--- src/rtl/apb_completer_regs_pkg.sv ---
// Shared types and helpers for the APB completer register block:
// FSM state encoding, pprot bit positions and the byte strobe merge.
package apb_pkg;

   typedef enum logic [1:0] {
      ST_IDLE   = 2'd0,
      ST_SETUP  = 2'd1,
      ST_ACCESS = 2'd2
   } apb_state_e;

   localparam int PPROT_PRIV  = 0;
   localparam int PPROT_NSEC  = 1;
   localparam int PPROT_INSTR = 2;

   // Returns the new byte when its strobe is set, otherwise keeps the old one.
   function automatic logic [7:0] strb_merge_byte(input logic [7:0] old_byte,
                                                  input logic [7:0] new_byte,
                                                  input logic       strb);
      logic [7:0] res;
      if (strb) begin
         res = new_byte;
      end else begin
         res = old_byte;
      end
      return res;
   endfunction

endpackage

--- src/rtl/apb_completer_regs_if.sv ---
// APB bus bundle between a requester (master) and a completer (slave).
interface apb_if #(
   parameter int ADDR_WIDTH = 32,
   parameter int DATA_WIDTH = 32
) ();

   logic [ADDR_WIDTH-1:0]   paddr;
   logic [DATA_WIDTH-1:0]   pwdata;
   logic [DATA_WIDTH/8-1:0] pstrb;
   logic [2:0]              pprot;
   logic                    psel;
   logic                    penable;
   logic                    pwrite;
   logic                    pready;
   logic [DATA_WIDTH-1:0]   prdata;
   logic                    pslverr;

   modport master (
      output paddr, pwdata, pstrb, pprot, psel, penable, pwrite,
      input  pready, prdata, pslverr
   );

   modport slave (
      input  paddr, pwdata, pstrb, pprot, psel, penable, pwrite,
      output pready, prdata, pslverr
   );

endinterface

--- src/rtl/apb_wait_counter.sv ---
// ACCESS-phase wait counter: cleared outside ACCESS, counts up while enabled,
// and holds once it reaches WAIT_STATES.
module apb_wait_counter #(
   parameter int WAIT_STATES = 0
) (
   input  logic clk_i,
   input  logic rst_ni,
   input  logic clear_i,
   input  logic enable_i,
   output logic done_o
);

   localparam int CNT_W = 4;

   logic [CNT_W-1:0] cnt_q;
   logic [CNT_W-1:0] cnt_d;

   assign done_o = (cnt_q == CNT_W'(WAIT_STATES));

   // Next count: clear wins, then saturating increment.
   always_comb begin
      cnt_d = cnt_q;
      if (clear_i) begin
         cnt_d = {CNT_W{1'b0}};
      end else if (enable_i && !done_o) begin
         cnt_d = cnt_q + 4'd1;
      end else begin
         cnt_d = cnt_q;
      end
   end

   // Count register.
   always_ff @(posedge clk_i or negedge rst_ni) begin
      if (!rst_ni) begin
         cnt_q <= {CNT_W{1'b0}};
      end else begin
         cnt_q <= cnt_d;
      end
   end

endmodule

--- src/rtl/apb_completer_regs.sv ---
// APB completer with NUM_REGS byte-strobed registers and optional wait states.
// Build option: define APB_PPROT_CHECK_EN to reject unprivileged accesses to indices >= PRIV_BASE.
module apb_completer_regs
   import apb_pkg::*;
#(
   parameter int ADDR_WIDTH  = 32,
   parameter int DATA_WIDTH  = 32,
   parameter int NUM_REGS    = 16,
   parameter int WAIT_STATES = 0,
   parameter int PRIV_BASE   = 8
) (
   input  logic                           pclk,
   input  logic                           presetn,
   apb_if.slave                           apb,
   output logic [NUM_REGS*DATA_WIDTH-1:0] reg_out
);

   localparam int NBYTES = DATA_WIDTH / 8;
   localparam int OFFS   = $clog2(NBYTES);
   localparam int IDX_W  = (NUM_REGS > 1) ? $clog2(NUM_REGS) : 1;

   apb_state_e state_q;
   apb_state_e state_d;

   logic [NUM_REGS-1:0][DATA_WIDTH-1:0] regs_q;

   logic [ADDR_WIDTH-1:0] word_idx_s;
   logic [IDX_W-1:0]      reg_idx_s;
   logic [DATA_WIDTH-1:0] wr_word_s;
   logic                  access_s;
   logic                  wait_done_s;
   logic                  done_s;
   logic                  addr_err_s;
   logic                  prot_err_s;
   logic                  err_s;
   logic                  commit_s;
   logic                  unused_s;

   assign word_idx_s = apb.paddr >> OFFS;
   assign reg_idx_s  = word_idx_s[IDX_W-1:0];
   assign addr_err_s = (word_idx_s >= ADDR_WIDTH'(NUM_REGS)) ||
                       ((apb.paddr & ADDR_WIDTH'(NBYTES - 1)) != {ADDR_WIDTH{1'b0}});

`ifdef APB_PPROT_CHECK_EN
   assign prot_err_s = !apb.pprot[PPROT_PRIV] && (word_idx_s >= ADDR_WIDTH'(PRIV_BASE));
   assign unused_s   = ^{apb.pprot[PPROT_NSEC], apb.pprot[PPROT_INSTR]};
`else
   assign prot_err_s = 1'b0;
   assign unused_s   = ^{apb.pprot[PPROT_PRIV], apb.pprot[PPROT_NSEC],
                         apb.pprot[PPROT_INSTR], 1'(PRIV_BASE)};
`endif

   assign access_s    = (state_q == ST_ACCESS);
   assign done_s      = access_s && wait_done_s;
   assign err_s       = addr_err_s || prot_err_s;
   // A requester that has already dropped psel gets no write, even on the done cycle.
   assign commit_s    = done_s && apb.psel && apb.pwrite && !err_s;
   assign apb.pready  = done_s;
   assign apb.pslverr = done_s && err_s;
   assign reg_out     = regs_q;

   apb_wait_counter #(
      .WAIT_STATES (WAIT_STATES)
   ) u_wait (
      .clk_i    (pclk),
      .rst_ni   (presetn),
      .clear_i  (!access_s),
      .enable_i (access_s),
      .done_o   (wait_done_s)
   );

   // Next-state logic for the IDLE/SETUP/ACCESS sequence.
   always_comb begin
      state_d = state_q;
      case (state_q)
         ST_IDLE: begin
            if (apb.psel && !apb.penable) begin
               state_d = ST_SETUP;
            end else begin
               state_d = ST_IDLE;
            end
         end
         ST_SETUP: begin
            if (!apb.psel) begin
               state_d = ST_IDLE;
            end else if (apb.penable) begin
               state_d = ST_ACCESS;
            end else begin
               state_d = ST_SETUP;
            end
         end
         ST_ACCESS: begin
            if (!apb.psel) begin
               state_d = ST_IDLE;
            end else if (wait_done_s) begin
               if (!apb.penable) begin
                  state_d = ST_SETUP;
               end else begin
                  state_d = ST_IDLE;
               end
            end else begin
               state_d = ST_ACCESS;
            end
         end
         default: state_d = ST_IDLE;
      endcase
   end

   // FSM state register.
   always_ff @(posedge pclk or negedge presetn) begin
      if (!presetn) begin
         state_q <= ST_IDLE;
      end else begin
         state_q <= state_d;
      end
   end

   // Merge write data into the addressed word under the byte strobes.
   always_comb begin
      wr_word_s = regs_q[reg_idx_s];
      for (int b = 0; b < NBYTES; b++) begin
         wr_word_s[8*b +: 8] = strb_merge_byte(regs_q[reg_idx_s][8*b +: 8],
                                               apb.pwdata[8*b +: 8], apb.pstrb[b]);
      end
   end

   // Register file; only an error-free completing write changes it.
   always_ff @(posedge pclk or negedge presetn) begin
      if (!presetn) begin
         regs_q <= '0;
      end else if (commit_s) begin
         regs_q[reg_idx_s] <= wr_word_s;
      end else begin
         regs_q <= regs_q;
      end
   end

   // Read data is only driven on an error-free read completion.
   always_comb begin
      apb.prdata = {DATA_WIDTH{1'b0}};
      if (done_s && !apb.pwrite && !err_s) begin
         apb.prdata = regs_q[reg_idx_s];
      end else begin
         apb.prdata = {DATA_WIDTH{1'b0}};
      end
   end

endmodule

--- src/flat_wrapper.sv ---
// flat-port wrapper written by rule: the top's interface ports become plain ports
module apb_completer_regs_flat import apb_pkg::*;
#(
   parameter int ADDR_WIDTH  = 32,
   parameter int DATA_WIDTH  = 32,
   parameter int NUM_REGS    = 16,
   parameter int WAIT_STATES = 0,
   parameter int PRIV_BASE   = 8
)
  (pclk, presetn, reg_out, apb_paddr, apb_pwdata, apb_pstrb, apb_pprot, apb_psel, apb_penable, apb_pwrite, apb_pready, apb_prdata, apb_pslverr);
  apb_if #(.ADDR_WIDTH(ADDR_WIDTH), .DATA_WIDTH(DATA_WIDTH)) apb_i ();
  input  logic pclk;
  input  logic presetn;
  output logic [NUM_REGS*DATA_WIDTH-1:0] reg_out;
  input wire logic [$bits(apb_i.paddr)-1:0] apb_paddr;
  input wire logic [$bits(apb_i.pwdata)-1:0] apb_pwdata;
  input wire logic [$bits(apb_i.pstrb)-1:0] apb_pstrb;
  input wire logic [$bits(apb_i.pprot)-1:0] apb_pprot;
  input wire logic [$bits(apb_i.psel)-1:0] apb_psel;
  input wire logic [$bits(apb_i.penable)-1:0] apb_penable;
  input wire logic [$bits(apb_i.pwrite)-1:0] apb_pwrite;
  output wire logic [$bits(apb_i.pready)-1:0] apb_pready;
  output wire logic [$bits(apb_i.prdata)-1:0] apb_prdata;
  output wire logic [$bits(apb_i.pslverr)-1:0] apb_pslverr;
  assign apb_i.paddr = apb_paddr;
  assign apb_i.pwdata = apb_pwdata;
  assign apb_i.pstrb = apb_pstrb;
  assign apb_i.pprot = apb_pprot;
  assign apb_i.psel = apb_psel;
  assign apb_i.penable = apb_penable;
  assign apb_i.pwrite = apb_pwrite;
  assign apb_pready = apb_i.pready;
  assign apb_prdata = apb_i.prdata;
  assign apb_pslverr = apb_i.pslverr;
  apb_completer_regs #(.ADDR_WIDTH(ADDR_WIDTH), .DATA_WIDTH(DATA_WIDTH), .NUM_REGS(NUM_REGS), .WAIT_STATES(WAIT_STATES), .PRIV_BASE(PRIV_BASE)) u_core (.pclk(pclk), .presetn(presetn), .apb(apb_i), .reg_out(reg_out));
endmodule
--- config.mk ---
export PLATFORM = sky130hd
export DESIGN_NAME = apb_completer_regs_flat
export DESIGN_NICKNAME = d
export VERILOG_FILES = /design/src/rtl/apb_completer_regs_pkg.sv /design/src/rtl/apb_completer_regs_if.sv /design/src/rtl/apb_wait_counter.sv /design/src/rtl/apb_completer_regs.sv /design/src/flat_wrapper.sv
export SDC_FILE = /design/constraint.sdc
export NUM_CORES = 1
export LEC_CHECK = 0
export ABC_AREA = 0
export CORE_MARGIN = 1.5
export CORE_UTILIZATION = 27
export CTS_BUF_LIST = sky130_fd_sc_hd__clkbuf_4
export CTS_CLUSTER_DIAMETER = 30
export CTS_CLUSTER_SIZE = 30
export DETAILED_ROUTE_END_ITERATION = 16
export GPL_ROUTABILITY_DRIVEN = 1
export GPL_TIMING_DRIVEN = 1
export PLACE_DENSITY = 0.57
export SLEW_MARGIN = 20
export SYNTH_ARGS = -nofsm -noshare
export SYNTH_HDL_FRONTEND = slang
export SYNTH_HIERARCHICAL = 1
export SYNTH_SLANG_ARGS = --single-unit
--- constraint.sdc ---
create_clock -name pclk -period 4 [get_ports pclk]
set_input_delay 1 -clock pclk [delete_from_list [all_inputs] [get_ports pclk]]
set_output_delay 1 -clock pclk [all_outputs]
set_load 0.01 [all_outputs]
## Word-level counts from Yosys, hierarchy flattened

Cells that the tools add are included.

- Bits in registers: 518
- Input bits: 76
- Output and inout bits: 546
- Logic and storage cells: 62

- Add/subtract/negate cells: 1
- Order comparisons: 3
- Equal/unequal tests: 3
- Mux-type cells: 19
- Reductions and logical operators: 18

Operator list:

| operator | number |
|---|---|
| $bwmux 512 | 1 |
| $bmux 32 s4 | 1 |
| $demux 32 s4 | 1 |
| $mux 32 | 3 |
| $mux 8 | 4 |
| $reduce_bool 32->1 | 1 |
| $ge 30x5->1 const B | 1 |
| $logic_and 1x1->1 | 10 |
| $mux 2 | 4 |
| $mux 4 | 2 |
| $pmux 2 s3 | 1 |
| $lt 4x5->1 const B | 1 |
| $add 4x1->4 const B | 1 |
| $ge 4x1->1 const B | 1 |
| $logic_not 1->1 | 4 |
| $logic_not 4->1 | 1 |
| $eq 2x1->1 const B | 1 |
| $eq 2x2->1 const B | 1 |
| $logic_not 2->1 | 1 |
| $mux 1 | 2 |
| $ne 2x2->1 const B | 1 |
| $logic_or 1x1->1 | 1 |

## Longest topological paths before layout

- Depth in word-level cells: 5
- Mapped depth: 11
- Depth with buffers taken out: 9

## Hierarchy

Netlist, hierarchy kept.

Modules (own cells, without submodules):

| module | times used | cells an instance | area an instance (µm²) | seq. area each (µm²) |
|---|---|---|---|---|
| apb_completer_regs | 1 | 2273 | 23715.2 | 12862.3 |
| apb_wait_counter | 1 | 23 | 236.5 | 100.1 |

## Worst setup path before layout

OpenSTA, ideal clock, no wires.

- Kind: input-to-output
- Start: in apb_paddr[20]
- End: out apb_prdata[12]
- Arrival time: 2.707 ns
- Required time: 3.000 ns
- Slack: 0.293 ns
- Cell stages on the path: 7
- Path buffers: 2
- Path through: nor4_2 -> nand3_1 -> or2_1 -> or3_1 -> clkbuf_1 -> buf_2 -> nor3_1

- Word-level cells in the longest chain between the ends: 5

RTL lines:

| item | RTL line | text |
|---|---|---|
| from (decl) | flat_wrapper.sv:15 | `input wire logic [$bits(apb_i.paddr)-1:0] apb_paddr;` |
| $ge 30x5->1 | apb_completer_regs.sv:41 | `assign addr_err_s = (word_idx_s >= ADDR_WIDTH'(NUM_REGS)) \|\|` |
| $logic_or 1x1->1 | apb_completer_regs.sv:41 |  |
| $logic_not 1->1 | apb_completer_regs.sv:141 | `if (done_s && !apb.pwrite && !err_s) begin` |
| $logic_and 1x1->1 | apb_completer_regs.sv:141 |  |
| $mux 32 | apb_completer_regs.sv:141 |  |
| to (decl) | flat_wrapper.sv:23 | `output wire logic [$bits(apb_i.prdata)-1:0] apb_prdata;` |

Every way passes these cells.

## Final worst setup path

- Start: in apb_paddr[23]
- End: out apb_prdata[11]

The elaborated chain is that of the path after synthesis.

==> parameters.txt <==
Parameter                              Value

Status
  Result of the run    finished with violations
  Failing checks    negative setup slack

Timing
  Number of slew-limit violations in the final report    0
  Fmax    238.8 MHz
  Final setup vio count    24
  Slew headroom    34.71%
  Least-Margin Pin Slew    975.8 ps
  Post-route setup TNS    -2184 ps
  Max Clock Skew    74.65 ps
  Final worst setup slack    -186.9 ps
  Unrepaired setup endpoints after global routing    yes
  Period utilization    104.7%
  Minimum clock period    between 4000 and 5000 ps
  Final count of hold timing violations    0

Synthesis
  Number of instances in the synthesized netlist    approximately 2300
  Area share of and/or/nand/nor cells after synthesis    12.27%
  Avg Synthesized Cell Area    10.43 sq um
  Post-synth cell types    50
  Nets in the synthesized netlist    2374
  Proportion of register bits with asynchronous set or reset after synthesis    100.0%
  Yosys Warn Count    6
  Dominant combinational cell family by area after synthesis    compound AO/OA/AOI/OAI gates
  Proportion of synthesized chip area in sequential cells    about 54%
  Complex-gate fraction of the synthesized area    16.16%
  Mux cell area share after synthesis    13.50%
  Flip-flop cell with the highest count after synthesis    dfrtp_1
  Netlist area before placement    23950 sq um
  Fraction of the mapped netlist area in adder cells    less than 1%
  Post-synthesis xor/xnor area fraction    less than 1%
  Count of flip-flops with a built-in enable after synthesis    0
  Post-synthesis sequential element count    518

Worst setup path
  Slowest cell on crit path    or3_4
  Worst reg2reg setup slack    1140 ps
  Worst path cell trace    dlygate4sd2_1 -> nor4_2 -> nand4_1 -> or2_1 -> or3_4 -> buf_12 -> buf_16 -> nor3_4 -> buf_2
  Startpoint-to-endpoint class of the critical path    input port to output port
  R2r startpoint    u_core/u_wait/cnt_q[0]
  Critical path's largest stage delay    approximately 520 ps
  Number of cells traversed by the worst register-to-register path    11
  Reg2Reg Capture Point    u_core/reg_out[202]
  Critical path peak fanout    5
  Arrival time at the worst endpoint    3190 ps
  Data required time at the worst endpoint    3000 ps
  Element type at the critical path start    input port
  Element type at the critical path end    output port

Die
  Initial Utilization    ~27%
  Die Outline Area    90500 sq um
  Horiz. Die Dim    300.8 microns
  Number of top-level pins    622
  Die Height    300.8 microns
  Area of the core    88100 sq um
  Floorplan row count    between 100 and 150

Clocking
  TritonCTS clock tree    built
  Total number of clock tree sinks    518
  Maximum root-to-sink buffer count    3
  Number of buffers inserted during clock tree synthesis    134
  H-tree depth reported by CTS    4
  Insertion delay to the later sink of the worst-skew pair    roughly 990 ps
  Clock-pin slew on the worst setup and hold paths    80 ps
  Clk root buf    clkbuf_4

GRT
  Maximum number of pins on one net before global-route repair    92
  Initial antenna violation count    11
  Final global-route overflow total    0
  Aggregate global-route resource usage    23.99%
  Wire length of the first global-routing pass    158000 microns
  Vias in the first global route    21920

Flow run
  Count of maximum capacitance violations    0

Placement
  Routability congestion estimate from global placement    roughly 0.92
  Number of buffers added on ports    just over 600
  Placed instance area    32940 sq um
  Final HPWL DP    80270 microns

Final layout
  Filler instances    8687
  Leading cell types in the layout, fill and taps excluded    clkdlybuf4s50_1 (552), dfrtp_1 (518), nand2_1 (296)
  Most common cell after layout, fill and taps aside    clkdlybuf4s50_1
  Fraction of layout cells with a size suffix above 1    26.27%
  Net count of the finished layout    3227
  Area of all placed cells without fillers    36010 sq um
  Layout overhead on the synthesized area    50.33%

Power and ir drop
  Static Leak    approximately 16 nW
  Worst voltage drop across the vdd grid    238.7 uV
  Sum of internal, switching and leakage power    between 0.01 and 0.015 W
  Cell Pwr Density    between 300 and 400 nW/um^2

Hold path
  Worst-case hold path end point    u_core/state_q[0]
  Class of the worst hold path    flop to flop
  Launch instance of the worst min-delay path    u_core/state_q[1]
  Number of cells on the worst hold path    1

Detailed routing
  Number of vias in the routed layout    22230
  Routed length per instance    24.92 microns
  Pre-antenna DRT Iters    5
  Number of design-rule violations left by the first detailed-router iteration    between 2000 and 2500
  DR DRC count    0
  Total wire length    approximately 110000 microns
  Detail Route Antenna Nets    0
  Vias per cell    5.008
critical path: cells and delay by family:
| kind | cells | cell delay, ps |
|---|---|---|
| buffers and inverters | 4 | 740 |
| and+or+nand+nor | 5 | 1430 |
layout make-up:
type	count	area, sq um	area share, %
Timing Repair Buffer	894	8737	24.27
Tap cell	1165	1458	4.048
Antenna cell	11	27.53	0.07645
Inverter	5	20.02	0.05560
Clock buffer	155	1164	3.232
Clock inverter	94	1150	3.194
Multi-Input combinational cell	1596	10490	29.13
Sequential cell	518	12960	36.00
logic make-up after synthesis:
family / count (synthesis)
mux: 226
compound gates: 672
buf+inv: 182
fa+ha+maj: 2
xor+xnor: 1
flops: 518
simple gates: 695
repair_timing:
action | in CTS | in global routing
endpoints found under the hold margin | 5 | 0
setup buffers | 17 | 15
pin swaps | 37 | 15
gates resized for setup | 244 | 55
gates cloned | 4 | 0
hold buffers | 1 | 0
endpoints found under the setup margin | 34 | 33
flip-flops by register name, summed over array words and instances (netlist names):
| register | flops |
|---|---|
| u_core/reg_out | 512 |
| u_core/u_wait/cnt_q | 4 |
| u_core/state_q | 2 |
layer usage:
metal  global-route usage (%)  vias up  part of all wire (%)
met5                        0        -                     0
met4                    8.842        0                   2.9
met3                    6.912      153                   8.8
met2                    36.22     1008                    45
met1                    32.55    11090                    43
li1                         -     9972                     -
report_power, final:
part / switching, W / leakage, nW / total [W] / internal (W)
Sequential: 0.000000527 / 7.24 / 0.00523 / 0.00523
Clock: 0.00262 / 1.23 / 0.00621 / 0.00359
Combinational: 0.000629 / 7.21 / 0.000975 / 0.000347
metrics by stage:
stage | hold WS, ps | utilization [%] | cells | setup WS [ps]
4_1_cts | 465.4 | 40.49 | 4413 | -241.5
3_3_place_gp | 449.8 | 37.39 | 4143 | -1083
5_1_grt | 522.6 | 40.86 | 4435 | -240.3
2_1_floorplan | 438.2 | - | 2296 | 292.9
6_report | 495.2 | 40.87 | 4438 | -186.9
3_5_place_dp | 454.7 | 37.39 | 4143 | -1149
Yosys cell counts (3+ instances only):
library cell    n  area (sq um)
nor3_1         36         180.2
nand2_1       297          1115
nand2b_1        6         37.54
nor2_1        303          1137
o41a_1         25         281.5
nor4_1          4         25.02
buf_6          14         157.7
mux2_2        132          1486
a32oi_1         3         26.28
inv_1           3         11.26
and2_1          5         31.28
mux2i_1        29         290.3
buf_2          69         345.3
a22oi_1        11         82.58
nand4_1         8         50.05
mux4_2         64          1441
o21ai_1        95         475.5
o22ai_1        51         319.1
a41oi_2         3         48.80
nor4_2          3         37.54
a21boi_2       32         360.4
dfrtp_1       518         12960
buf_4          10         75.07
clkbuf_1       82         307.8
a21oi_1       287          1436
o21ai_0       161         805.8
or4_1           8         60.06
nor4_4          4         85.08
a31oi_1         3         18.77
how the worst max path moves through the flow:
stage,startpoint,cells past startpoint,to
3_5_place_dp,apb_paddr[20],9,apb_prdata[11]
3_3_place_gp,apb_paddr[20],9,apb_prdata[11]
2_1_floorplan,apb_paddr[20],7,apb_prdata[12]
5_1_grt,u_core/u_wait/cnt_q[0],9,apb_prdata[11]
6_report,apb_paddr[23],9,apb_prdata[11]
4_1_cts,apb_paddr[31],10,apb_prdata[11]
Power figures use the tool's default switching activity.
